==> src/rtl/mem_arbiter.sv <==
// Round-robin arbiter and sequencer that shares one synchronous single-port memory
// between instruction fetch (port I, read-only) and load/store (port D).
module mem_arbiter #(
    parameter int BIT_WIDTH = 32
) (
    input  logic                 clk,
    input  logic                 rst_n,
    input  logic                 i_req,
    input  logic [BIT_WIDTH-1:0] i_addr,
    output logic                 i_ack,
    output logic [BIT_WIDTH-1:0] i_rdata,
    input  logic                 d_req,
    input  logic                 d_we,
    input  logic [BIT_WIDTH-1:0] d_addr,
    input  logic [BIT_WIDTH-1:0] d_wdata,
    output logic                 d_ack,
    output logic [BIT_WIDTH-1:0] d_rdata,
    output logic [BIT_WIDTH-1:0] mem_addr,
    output logic [BIT_WIDTH-1:0] mem_wdata,
    output logic                 mem_we,
    input  logic [BIT_WIDTH-1:0] mem_rdata
);

    typedef enum logic [1:0] {IDLE, BUSY, RESP} state_t;
    typedef enum logic {PORT_I, PORT_D} port_t;

    state_t               state, state_nxt;
    port_t                cur_port, last_grant, grant;
    logic                 grant_vld;
    logic                 latched_we;
    logic [BIT_WIDTH-1:0] i_rdata_q, d_rdata_q;

    always_comb begin
        // NOTE: every output of this block gets a default first, so no path can infer a latch.
        state_nxt = state;
        grant_vld = 1'b0;
        grant     = PORT_I;
        i_ack     = 1'b0;
        d_ack     = 1'b0;
        mem_we    = 1'b0;
        i_rdata   = i_rdata_q;
        d_rdata   = d_rdata_q;
        case (state)
            IDLE: begin
                if (i_req || d_req) begin
                    grant_vld = 1'b1;
                    if (i_req && d_req) grant = (last_grant == PORT_I) ? PORT_D : PORT_I;
                    else                grant = i_req ? PORT_I : PORT_D;
                    state_nxt = BUSY;
                end
            end
            BUSY: begin
                // Gated by rst_n so a reset edge can never coincide with a memory write.
                mem_we    = latched_we & rst_n;
                state_nxt = RESP;
            end
            RESP: begin
                // Only the port not just served may be granted back-to-back.
                grant     = (cur_port == PORT_I) ? PORT_D : PORT_I;
                grant_vld = (cur_port == PORT_I) ? d_req : i_req;
                state_nxt = grant_vld ? BUSY : IDLE;
                if (cur_port == PORT_I) begin
                    i_ack   = 1'b1;
                    i_rdata = mem_rdata;
                end else begin
                    d_ack = 1'b1;
                    if (!latched_we) d_rdata = mem_rdata;
                end
            end
            default: state_nxt = IDLE;
        endcase
    end

    // Read data is bypassed from the memory in the ack cycle and captured here so it
    // holds until that port's next access.
    always_ff @(posedge clk) begin
        // NOTE: sequential state uses non-blocking assignments so every register sees pre-edge values.
        if (!rst_n) begin
            state      <= IDLE;
            cur_port   <= PORT_I;
            last_grant <= PORT_D;
            latched_we <= 1'b0;
            mem_addr   <= '0;
            mem_wdata  <= '0;
            i_rdata_q  <= '0;
            d_rdata_q  <= '0;
        end else begin
            state <= state_nxt;
            if (state == RESP) begin
                if (cur_port == PORT_I)  i_rdata_q <= mem_rdata;
                else if (!latched_we)    d_rdata_q <= mem_rdata;
            end
            if (grant_vld) begin
                cur_port   <= grant;
                last_grant <= grant;
                if (grant == PORT_I) begin
                    mem_addr   <= i_addr;
                    latched_we <= 1'b0;
                end else begin
                    mem_addr   <= d_addr;
                    mem_wdata  <= d_wdata;
                    latched_we <= d_we;
                end
            end
        end
    end

endmodule

==> config.mk <==
export PLATFORM = sky130hd
export DESIGN_NAME = mem_arbiter
export DESIGN_NICKNAME = d
export VERILOG_FILES = /design/src/rtl/mem_arbiter.sv
export SDC_FILE = /design/constraint.sdc
export NUM_CORES = 1
export LEC_CHECK = 0
export CAP_MARGIN = 20
export CELL_PAD_IN_SITES_DETAIL_PLACEMENT = 1
export CELL_PAD_IN_SITES_GLOBAL_PLACEMENT = 1
export CORE_UTILIZATION = 30
export DETAILED_ROUTE_END_ITERATION = 16
export PLACE_DENSITY = 0.89
export REMOVE_ABC_BUFFERS = 1
export SYNTH_ARGS = -nofsm -noshare
export SYNTH_HDL_FRONTEND = slang
export SYNTH_SLANG_ARGS = --single-unit
==> constraint.sdc <==
create_clock -name clk -period 2.2 [get_ports clk]
set_input_delay 0.44 -clock clk [delete_from_list [all_inputs] [get_ports clk]]
set_output_delay 0.44 -clock clk [all_outputs]
set_load 0.05 [all_outputs]
Word level (Yosys, flattened, before mapping)
Cells that the tools add are included.

Register bits: 133. Input port bits: 133. Output and inout bits: 131. Logic and storage cells: 39.

Equal/unequal tests: 3. Muxes and demuxes: 23. Bitwise gates (word level): 1. Reduce and logical (&&, ||, !) cells: 4.

Operators with widths (number): $mux 32 (6); $mux 1 (13); $pmux 2 s3 (1); $pmux 1 s2 (2); $eq 2x1->1 const B (1); $eq 2x2->1 const B (1); $logic_not 2->1 (1); $mux 2 (1); $ne 2x2->1 const B (1); $reduce_and 2->1 (1); $and 1x1->1 (1); $logic_and 1x1->1 (1); $logic_or 1x1->1 (1).

Longest topological paths before layout
Gate-level depths: netlist of the first run.

Depth after elaboration: 5. Gate-level depth with buffers: 7.

Worst setup path after synthesis of the first run
No wires, ideal clock.

Path kind: flip-flop to output port. Start point: register cur_port. End point: output port d_rdata[10]. Arrival time: 1.830 ns. Path slack: -0.070 ns. Stages on the path, launching flop included: 6. Cells stage by stage: dfxtp_1 -> and3b_1 -> nor2b_4 -> buf_6 -> buf_12 -> mux2_4.

Word-level cells in the longest chain between the ends: 2.

RTL lines: start, declared (RTL line 28) `port_t cur_port, last_grant, grant;`; start signal, assigned (RTL line 94) `cur_port <= grant;`; $mux 32 (2 in a row); end, declared (RTL line 17) `output logic [BIT_WIDTH-1:0] d_rdata,`.

No other way between the ends.

Final worst setup path of the first run
Start point: register state[0]. End point: output port d_rdata[23].

Word-level cells in the longest chain between the ends: 2.

RTL lines: start, declared (RTL line 27) `state_t state, state_nxt;`; start signal, assigned (RTL line 88) `state <= state_nxt;`; $eq 2x2->1 (RTL line 43) `case (state)`; $mux 32.

No other way between the ends.

==> metrics.txt, run 1 <==
XOR/XNOR Fraction of Synth Area 0%; Post-Synth Simple-Gate Area 13.68%; antenna violations before repair 0; Hold Path Origin rst_n; met1 GRT Util 25.09%; RR Startpoint state[0]; post-layout util 55.70%; max-cap viol count 0; largest net degree at the start of global routing 133; Synth Warn # 0; Net Sw Frac 31.26%; Post-Synthesis Cells 561; Final TNS setup -12410 ps; slowest CP cell mux2_4; Hold EP state[1]; Post-synth EDFFs 0; Seq/Total Area, Yosys 48.05%; Power Internal 5176 µW; Crit path largest cell delay 340 ps; Max Clock Freq 408.5 MHz; RSZ-0062 raised after global routing yes; switching power 2354 µW; CTS HTree Levels 4; CTS buffer count 17; met3 Track Usage GR 7.237%; Clk pwr share 39.7%; startpoint types register; combined buffer and inverter count along the critical path 3; clock tree root driver cell clkbuf_16; Final HPWL DP 12970 µm; Max IR drop VDD 0.5080 mV; area of the mapped netlist 5542 µm²; post-synth cell types 29; GRT Overall Usage 23.80%; ANT cells 0; Hold Path Depth 3; residual DRC count 0; total routed wirelength 23840 µm; complex-gate fraction of the synthesized area 17.77%; FF-to-FF path depth 8; # hold bufs at CTS 0; Avg Inst Size Synth 9.878 µm²; DR vias 5330; clk buf depth 2; most crowded layer after global routing met2; Clock Skews 13.04 ps; commonest cells after routing, fill and taps aside 195 x clkdlybuf4s50_1, 131 x dfxtp_1, 67 x and2_1; Clk pin slew, worst setup/hold paths 60 ps; die area 19020 µm²; crit path cell chain and3b_2 > nor2b_4 > buf_4 > buf_12 > mux2_4 > buf_12; status complete, but fails checks; crit-path leading delay family simple AND/OR/NAND/NOR gates; Slew @ Worst Pin 574.4 ps; Power Total 7529 µW; CTS tree yes; relative slew slack 61.59%; die height 137.9 µm; WL/cell 21.93 µm; Die W 137.9 µm; most frequent CP cell buf_12; total clock sinks 133; row cnt 49; ANT nets after route 0; Nets 978; pre-CTS WS 134.8 ps; GRT met2 Usage 43.86%; Tcrit/Tclk final 111.3%; Congestion Overflow GR 0; sequential share of power 34.8%; most common cell after layout, fill and taps aside clkdlybuf4s50_1; final setup margin -248.2 ps; Post-synth ARST share 0%; initial DRC count 225; area share of fa/ha/maj cells after synthesis 0%; FF-to-FF setup slack 240 ps; CP arrival 2010 ps; Pwr per Cell Area 750.0 nW/µm²; Final Setup Violations 64; Final Critical Period 2448 ps; share of layout cells above drive strength 1 25.76%; clock latency at the later pin of the worst-skew pair 420 ps; initial core utilization 30.74%; # IOs 264; first-pass iteration count of the detailed router 4; vias in the first global route 5700; largest family of logic cells by synthesized area compound AO/OA/AOI/OAI gates; Setup Crit Path Kind reg2out; Final GP Congestion 0.7221; worst min path class in2reg; ys flop type dfxtp_1; final std cell area, no fill 10040 µm²; mux share of post-synthesis cell area 15.22%; drt via density 4.903; core area 18020 µm²; CP Data Required Time 1760 ps; logic gate share of total power 25.5%; area of placed instances 8660 µm²; # port buffers 263; area delta synth->final 81.17%; failing checks setup timing; worst-path maximum fanout 8; Synth Register Bits 133; first-pass GRT wire length 33380 µm; Final Slew Violations 0; final hold vios 0; Critical Path End Type output pin; leakage 0.003960 µW; reg-to-reg endpoint d_rdata_q[22]
-- cell usage after synthesis, types with 7 or more instances --
library cell	number	area share (%)
dfxtp_1	133	48
buf_2	12	1.1
mux2_2	34	6.9
mux2_4	30	8.1
a21boi_1	13	1.8
a21boi_0	19	2.6
a31oi_1	32	3.6
clkbuf_1	25	1.7
o21ai_1	7	0.63
a21oi_1	34	3.1
nand2_1	66	4.5
and2_1	67	7.6
o21ai_0	59	5.3
-- metal layers --
layer / wire length, µm / share of wire, %
met1: 8845 / 37
met2: 12700 / 53
met3: 1734 / 7.3
met4: 557 / 2.3
met5: 0 / 0
-- power by group through the flow --
| stage | sequential [µW] | clock (µW) | combinational [µW] |
|---|---|---|---|
| 6_report | 2620 | 2990 | 1920 |
| 5_1_grt | 2640 | 3160 | 2010 |
| 4_1_cts | 2620 | 3020 | 1900 |
| 3_5_place_dp | 2670 | 0 | 1740 |
| 3_3_place_gp | 2660 | 0 | 1720 |
| 2_1_floorplan | 3040 | 0 | 540 |
-- tightest hold or removal path: cells and delay by family --
family | cells | cell delay [ps]
AND/OR/NAND/NOR | 2 | 130
buffers and inverters | 1 | 130
-- flip-flops by register name, indices dropped and copies added, names as in the netlist --
register	count
cur_port	1
d_rdata_q	32
i_rdata_q	32
last_grant	1
latched_we	1
mem_addr	32
mem_wdata	32
state	2
-- logic make-up after synthesis --
| group | after synthesis |
|---|---|
| muxes | 65 |
| DFF | 133 |
| buffers and inverters | 49 |
| and+or+nand+nor | 145 |
| AOI/OAI and AO/OA | 169 |
-- area by class of cell --
cell class	count	area, µm²
fill	1877	7985
timing repair buffer	313	3745
multi-input combinational	379	2730
clock buffer	18	429.2
inverter	1	3.754
tap	229	286.5
sequential	133	2668
clock inverter	14	177.7
-- timing repair --
item                       in CTS  in global routing
pin swaps                       1                  0
setup endpoints to repair      64                 65
buffers inserted               18                 15
cloned                          7                  0
gates resized for setup       110                 11
-- through the flow --
stage,std cells,hold WS [ps]
CTS,1076,302.5
global placement,1019,439.3
global route,1087,351.5
detailed placement,1019,448.5
floorplan,513,453.0
finish,1087,338.2
-- worst max path at each step --
stage | slack (ps) | to | from | cells after the start
detailed placement | 130 | d_rdata[0] | cur_port | 5
global placement | 200 | d_rdata[31] | cur_port | 5
global route | -290 | d_rdata[23] | state[0] | 6
floorplan | -880 | d_rdata[0] | state[0] | 3
CTS | -270 | d_rdata[18] | state[0] | 7
finish | -250 | d_rdata[23] | state[0] | 6
Note: power is estimated with default switching activity, not from simulation.
==> run 2, diff against run 1 <==
ABC_AREA = 1   (was unset)
CORE_UTILIZATION = 32   (was 30)
PLACE_DENSITY = 0.94   (was 0.89)
clock period = 2.92 ns   (was 2.2 ns; I/O delays follow)
==> run 2 against run 1 <==
Against the previous run:
- register-to-register slack improved by 670 ps
- the run now ends clean
- via count rose by 34%
- sequential cell count did not move
- final area fell by 0.29%
- hold slack improved by 140 ps
- utilization fell by 6.5 points
- total power fell by 16%
- sequential power fell by 22%
- critical path depth rose by 2
- first-iteration DRC count rose by 0.89%
- synthesized area rose by 21%
==> metrics.txt, run 2 <==
post-synth cell types 22 (was 29); die height 146.8 µm (was 137.9 µm); combined buffer and inverter count along the critical path 4 (was 3); switching power 2298 µW (was 2354 µW); WHS 483.1 ps (was 338.2 ps); Post-Synthesis Cells 1028 (was 561); CP arrival 2010 ps (about the same); crit-path leading delay family buffers and inverters (was simple AND/OR/NAND/NOR gates); largest cells by area after synthesis dfxtp_1 40%, inv_1 16%, nand2_1 11% (was dfxtp_1 48%, mux2_4 8.1%, and2_1 7.6%); Synth Register Bits 133 (unchanged); Power Internal 4018 µW (was 5176 µW); Avg Inst Size Synth 6.526 µm² (was 9.878 µm²); Pwr per Cell Area 630.9 nW/µm² (was 750.0 nW/µm²); slowest CP cell dfxtp_1 (was mux2_4); share of layout cells above drive strength 1 12.38% (was 25.76%); Critical Path End Type output pin (unchanged); startpoint types register (unchanged); Net Sw Frac 36.39% (was 31.26%); leakage 0.005347 µW (was 0.003960 µW); Clk pwr share 35.5% (was 39.7%); fin cells 1547 (was 1087); first-pass GRT wire length 36620 µm (was 33380 µm); core area 20360 µm² (was 18020 µm²); Max Clock Freq 386.1 MHz; vias in the first global route 7255 (was 5700); Final Setup Violations 0 (was 64); # hold bufs at CTS 0 (unchanged); final setup margin 330.0 ps (was -248.2 ps); most common cell after layout, fill and taps aside inv_1 (was clkdlybuf4s50_1); Power Total 6316 µW (was 7529 µW); Final Slew Violations 0 (unchanged); clock latency at the later pin of the worst-skew pair 420 ps (about the same); post-CTS sizing 0 (was 110); CTS tree yes (unchanged); logic gate share of total power 32.0% (was 25.5%); antenna violations before repair 1 (was 0); Crit path largest cell delay 390 ps (was 340 ps); Slew @ Worst Pin 944.1 ps (was 574.4 ps); Setup Crit Path Kind reg2out (unchanged); residual DRC count 0 (unchanged); worst-path maximum fanout 32 (was 8); worst min path class reg2reg (was in2reg); ys flop type dfxtp_1 (unchanged); clk buf depth 2 (unchanged); ANT nets after route 0 (unchanged); FF-to-FF setup slack 910 ps (was 240 ps); first-pass iteration count of the detailed router 6 (was 4); Die W 146.8 µm (was 137.9 µm); row cnt 52 (was 49); most frequent CP cell buf_4 (was buf_12); status complete, no violations (was complete, but fails checks); Post-synth EDFFs 0 (unchanged); drt via density 4.601 (was 4.903); clock tree root driver cell clkbuf_16 (unchanged); crit path cell chain inv_2 > nor2_2 > nand2_2 > buf_4 > nand2_1 > inv_1 > a21oi_1 > buf_4 (was and3b_2 > nor2b_4 > buf_4 > buf_12 > mux2_4 > buf_12); final hold vios 0 (unchanged); Max IR drop VDD 0.3881 mV (was 0.5080 mV); pre-CTS WS 447.7 ps (was 134.8 ps); Synth Warn # 0 (unchanged); RSZ-0062 raised after global routing no (was yes); CTS buffer count 17 (unchanged); Tcrit/Tclk final 88.70%; relative slew slack 37.06% (was 61.59%); Post-synth ARST share 0% (unchanged); final std cell area, no fill 10010 µm² (was 10040 µm²); Congestion Overflow GR 0 (unchanged); placed insts 1514 (was 1019); RR Startpoint state[1] (was state[0]); total routed wirelength 23070 µm (was 23840 µm); die area 21550 µm² (was 19020 µm²); Post-CTS Setup Inserts 0 (was 18); commonest cells after routing, fill and taps aside 292 x inv_1, 198 x nand2_1, 196 x clkdlybuf4s50_1 (was 195 x clkdlybuf4s50_1, 131 x dfxtp_1, 67 x and2_1); CP Depth 8 (was 6); GRT Overall Usage 21.39% (was 23.80%); Final Critical Period 2590 ps; crit path launch state[1] (was state[0]); Final GP Congestion 0.8341 (was 0.7221); Seq/Total Area, Yosys 39.69% (was 48.05%); initial DRC count 227 (was 225); # port buffers 263 (unchanged); Nets 1396 (was 978); sequential share of power 32.4% (was 34.8%); Final HPWL DP 16640 µm (was 12970 µm); initial core utilization 32.94% (was 30.74%); count leader, synth inv_1 (was dfxtp_1); Synth top area share 39.69% (was 48.05%); FF-to-FF path depth 10 (was 8); DR vias 7118 (was 5330); area delta synth->final 49.22% (was 81.17%); CTS HTree Levels 4 (unchanged); # IOs 264 (unchanged); reg-to-reg endpoint mem_addr[11] (was d_rdata_q[22]); register area 2663 µm² (was 2668 µm²); Clock Skews 16.20 ps (was 13.04 ps); Synth area leader dfxtp_1 (unchanged); max-cap viol count 0 (unchanged); Clk pin slew, worst setup/hold paths 60 ps (about the same); CP Data Required Time 2340 ps (was 1760 ps); total clock sinks 133 (unchanged); area of the multi-input gates 2625 µm² (was 2730 µm²); WL/cell 14.91 µm (was 21.93 µm); largest net degree at the start of global routing 90 (was 133); Synth top cells by count 293 x inv_1, 200 x nand2_1, 133 x dfxtp_1 (was 133 x dfxtp_1, 67 x and2_1, 66 x nand2_1); area of placed instances 9403 µm² (was 8660 µm²); fillers 2607 (was 1877); CP Capture Point i_rdata[4] (was d_rdata[23]); area of the mapped netlist 6709 µm² (was 5542 µm²)
==> run 2: cell count changes after synthesis, moves of 31 or more <==
cell      previous run  this run
inv_1                1       293
a31oi_1             32         0
nand2_1             66       200
a21oi_1             34        66
nor2_1               2        66
a211oi_2             1        32
and2_1              67         0
nand3_1              1       132
o21ai_0             59         0
mux2_2              34         0
==> run 2: kinds of logic (layout without fill, tap and decap cells) <==
group | Yosys count | after routing | share of synthesized area [%]
AO/OA/AOI/OAI | 131 | 131 | 13.41
buffers and inverters | 358 | 606 | 21.33
flip-flops | 133 | 133 | 39.69
other | 0 | 1 | 0
AND/OR/NAND/NOR | 406 | 406 | 25.57
==> run 2: cell type report <==
type                            count  share of cell area (%)
Tap cell                          270                   3.375
Sequential cell                   133                   26.60
Timing Repair Buffer              279                   26.67
Clock buffer                       18                   4.287
Multi-Input combinational cell    537                   26.22
Inverter                          295                   11.06
Clock inverter                     14                   1.762
Antenna cell                        1                 0.02500
==> run 2: worst min-delay path: cells and delay by family, from the launching register on <==
family / cells / cell delay [ps]
AO/OA/AOI/OAI: 1 / 40
flip-flops: 1 / 330
AND/OR/NAND/NOR: 1 / 80
==> run 2: per-layer routing <==
metal  global-route usage [%]  part of all wire, %  vias up
met2                    38.48                   50      232
met5                        0                    0        -
met4                    7.708                  2.3        0
met3                    5.373                  6.7       32
met1                    24.30                   41     3318
li1                         -                    -     3536
==> run 2: worst min-delay path by stage <==
stage / cells after the start / slack (ps) / end / from
floorplan: 2 / 430 / last_grant / last_grant
global placement: 2 / 460 / last_grant / last_grant
detailed placement: 2 / 470 / mem_wdata[30] / mem_wdata[30]
CTS: 2 / 490 / mem_wdata[30] / mem_wdata[30]
global route: 2 / 510 / mem_wdata[4] / mem_wdata[4]
finish: 2 / 480 / mem_wdata[30] / mem_wdata[30]
==> run 2: power by group through the flow <==
stage	registers, µW	clock network, µW	logic, µW
2_1_floorplan	2460	0	851
3_3_place_gp	2080	0	1970
3_5_place_dp	2090	0	2020
4_1_cts	2050	2290	2040
5_1_grt	2060	2360	2170
6_report	2050	2240	2020
==> run 2: stage by stage <==
stage	utilization [%]	TNS (ps)
floorplan	-	-111570
global placement	46.17	0
detailed placement	46.17	0
CTS	49.15	0
global route	49.16	0
finish	49.16	0
==> run 3, diff against run 2 <==
==> constraint.sdc (replaced) <==
create_clock -name clk -period 2.92 [get_ports clk]
set_input_delay 0.73 -clock clk [delete_from_list [all_inputs] [get_ports clk]]
set_output_delay 0.73 -clock clk [all_outputs]
set_load 0.05 [all_outputs]
==> run 3 against run 2 <==
Against the previous run:
- sequential power about the same
- wire length up 2.2%
- combinational power up 3%
- largest cell class unchanged
==> metrics.txt, run 3 (synthesis gave the netlist of run 2 again) <==
final hold vios 0 (unchanged); initial core utilization 32.94% (unchanged); WL/cell 15.22 µm (was 14.91 µm); Setup Crit Path Kind reg2out (unchanged); Final Slew Violations 0 (unchanged); die area 21550 µm² (unchanged); largest net degree at the start of global routing 69 (was 90); first-pass iteration count of the detailed router 4 (was 6); clk buf depth 2 (unchanged); Tcrit/Tclk final 94.72% (was 88.70%); logic gate share of total power 32.6% (was 32.0%); status complete, no violations (unchanged); die height 146.8 µm (unchanged); slowest CP cell dfxtp_1 (unchanged); CTS buffer count 17 (unchanged); Power Internal 4093 µW (was 4018 µW); Pwr per Cell Area 611.5 nW/µm² (was 630.9 nW/µm²); total clock sinks 133 (unchanged); Final Setup Violations 0 (unchanged); clock tree root driver cell clkbuf_16 (unchanged); total routed wirelength 23590 µm (was 23070 µm); Slew @ Worst Pin 947.1 ps (was 944.1 ps); Net Sw Frac 36.09% (was 36.39%); pre-CTS WS 422.3 ps (was 447.7 ps); Hold Path Origin mem_wdata[18] (was mem_wdata[30]); core area 20360 µm² (unchanged); reg-to-reg endpoint mem_addr[11] (unchanged); clock latency at the later pin of the worst-skew pair 420 ps (about the same); share of layout cells above drive strength 1 12.66% (was 12.38%); # IOs 264 (unchanged); worst min path class reg2reg (unchanged); Hold EP mem_wdata[18] (was mem_wdata[30]); combined buffer and inverter count along the critical path 4 (unchanged); RSZ-0062 raised after global routing no (unchanged); area delta synth->final 56.12% (was 49.22%); Final HPWL DP 17000 µm (was 16640 µm); Max Clock Freq 361.6 MHz (was 386.1 MHz); relative slew slack 36.86% (was 37.06%); FF-to-FF setup slack 900 ps (was 910 ps); initial DRC count 204 (was 227); post-CTS sizing 0 (unchanged); Hold Path Depth 2 (unchanged); Congestion Overflow GR 0 (unchanged); vias in the first global route 7740 (was 7255); FF-to-FF path depth 9 (was 10); sequential share of power 31.9% (was 32.4%); CTS HTree Levels 4 (unchanged); most common cell after layout, fill and taps aside inv_1 (unchanged); Clock Skews 8.950 ps (was 16.20 ps); CTS tree yes (unchanged); antenna violations before repair 0 (was 1); GRT Overall Usage 22.35% (was 21.39%); Clk pin slew, worst setup/hold paths 60 ps (about the same); Final TNS setup 0 ps (unchanged); drt via density 4.614 (was 4.601); Post-CTS Setup Inserts 0 (unchanged); CP Data Required Time 2190 ps (was 2340 ps); Nets 1400 (was 1396); Final Critical Period 2766 ps (was 2590 ps); commonest cells after routing, fill and taps aside 292 x inv_1, 198 x nand2_1, 196 x clkdlybuf4s50_1 (unchanged); ANT cells 0 (was 1); ANT nets after route 0 (unchanged); Crit path largest cell delay 350 ps (was 390 ps); Final GP Congestion 0.8670 (was 0.8341); startpoint types register (unchanged); # hold bufs at CTS 0 (unchanged); Clk pwr share 35.5% (about the same); crit-path leading delay family buffers and inverters (unchanged); row cnt 52 (unchanged); leakage 0.005470 µW (was 0.005347 µW); RR Startpoint state[0] (was state[1]); final setup margin 154.3 ps (was 330.0 ps); max-cap viol count 0 (unchanged); Max IR drop VDD 0.3825 mV (was 0.3881 mV); DR vias 7152 (was 7118); residual DRC count 0 (unchanged); Critical Path End Type output pin (unchanged); CP arrival 2040 ps (was 2010 ps); switching power 2311 µW (was 2298 µW); # port buffers 263 (unchanged); worst-path maximum fanout 64 (was 32); Die W 146.8 µm (unchanged); crit path cell chain inv_1 > nor3_2 > nand2_2 > buf_12 > o21ai_1 > inv_1 > buf_12 (was inv_2 > nor2_2 > nand2_2 > buf_4 > nand2_1 > inv_1 > a21oi_1 > buf_4); first-pass GRT wire length 38080 µm (was 36620 µm); post-layout util 51.43% (was 49.16%)
## run 3: per-stage QoR
step | total power [µW] | std cells | hold slack (ps) | area [µm²]
6_report | 6404 | 1550 | 486.0 | 10470
2_1_floorplan | 3313 | 965 | 428.7 | 6385
4_1_cts | 6471 | 1550 | 487.4 | 10470
5_1_grt | 6715 | 1550 | 504.5 | 10470
3_3_place_gp | 4102 | 1518 | 448.5 | 9858
3_5_place_dp | 4176 | 1518 | 471.0 | 9858
## run 3: metal layers
metal | share of wire, % | track usage (%) | vias up
met3 | 7.5 | 7.050 | 29
met5 | 0 | 0 | -
met2 | 51 | 41.37 | 216
met4 | 2.1 | 8.490 | 0
li1 | - | - | 3536
met1 | 39 | 23.41 | 3371
## run 3: power groups by stage
stage	logic [µW]	clock network, µW	registers [µW]
2_1_floorplan	851	0	2460
3_3_place_gp	2030	0	2070
3_5_place_dp	2090	0	2090
4_1_cts	2110	2320	2050
5_1_grt	2240	2410	2060
6_report	2090	2270	2040
## run 3: layout make-up
class | instances | area [µm²]
clock buffers | 19 | 442.9
inverters | 295 | 1107
clock inverters | 13 | 172.7
fillers | 2526 | 9891
flip-flops and latches | 133 | 2663
well taps | 270 | 337.8
repair buffers | 283 | 3126
multi-input cells | 537 | 2625
## run 3: worst register-to-register path, delay by kind of cell (launching register included)
family	cells	cell delay, ps
buf+inv	3	750
flops	1	400
simple gates	6	770
## run 3: how the worst max path moves through the flow
| stage | from | end | slack, ps | cells past startpoint |
|---|---|---|---|---|
| 2_1_floorplan | state[0] | i_rdata[0] | -1980 | 4 |
| 3_3_place_gp | mem_rdata[11] | d_rdata[11] | 480 | 4 |
| 3_5_place_dp | d_req | mem_wdata[6] | 420 | 10 |
| 4_1_cts | cur_port | d_rdata[11] | 120 | 7 |
| 5_1_grt | cur_port | d_rdata[11] | 50 | 7 |
| 6_report | cur_port | d_rdata[11] | 150 | 7 |
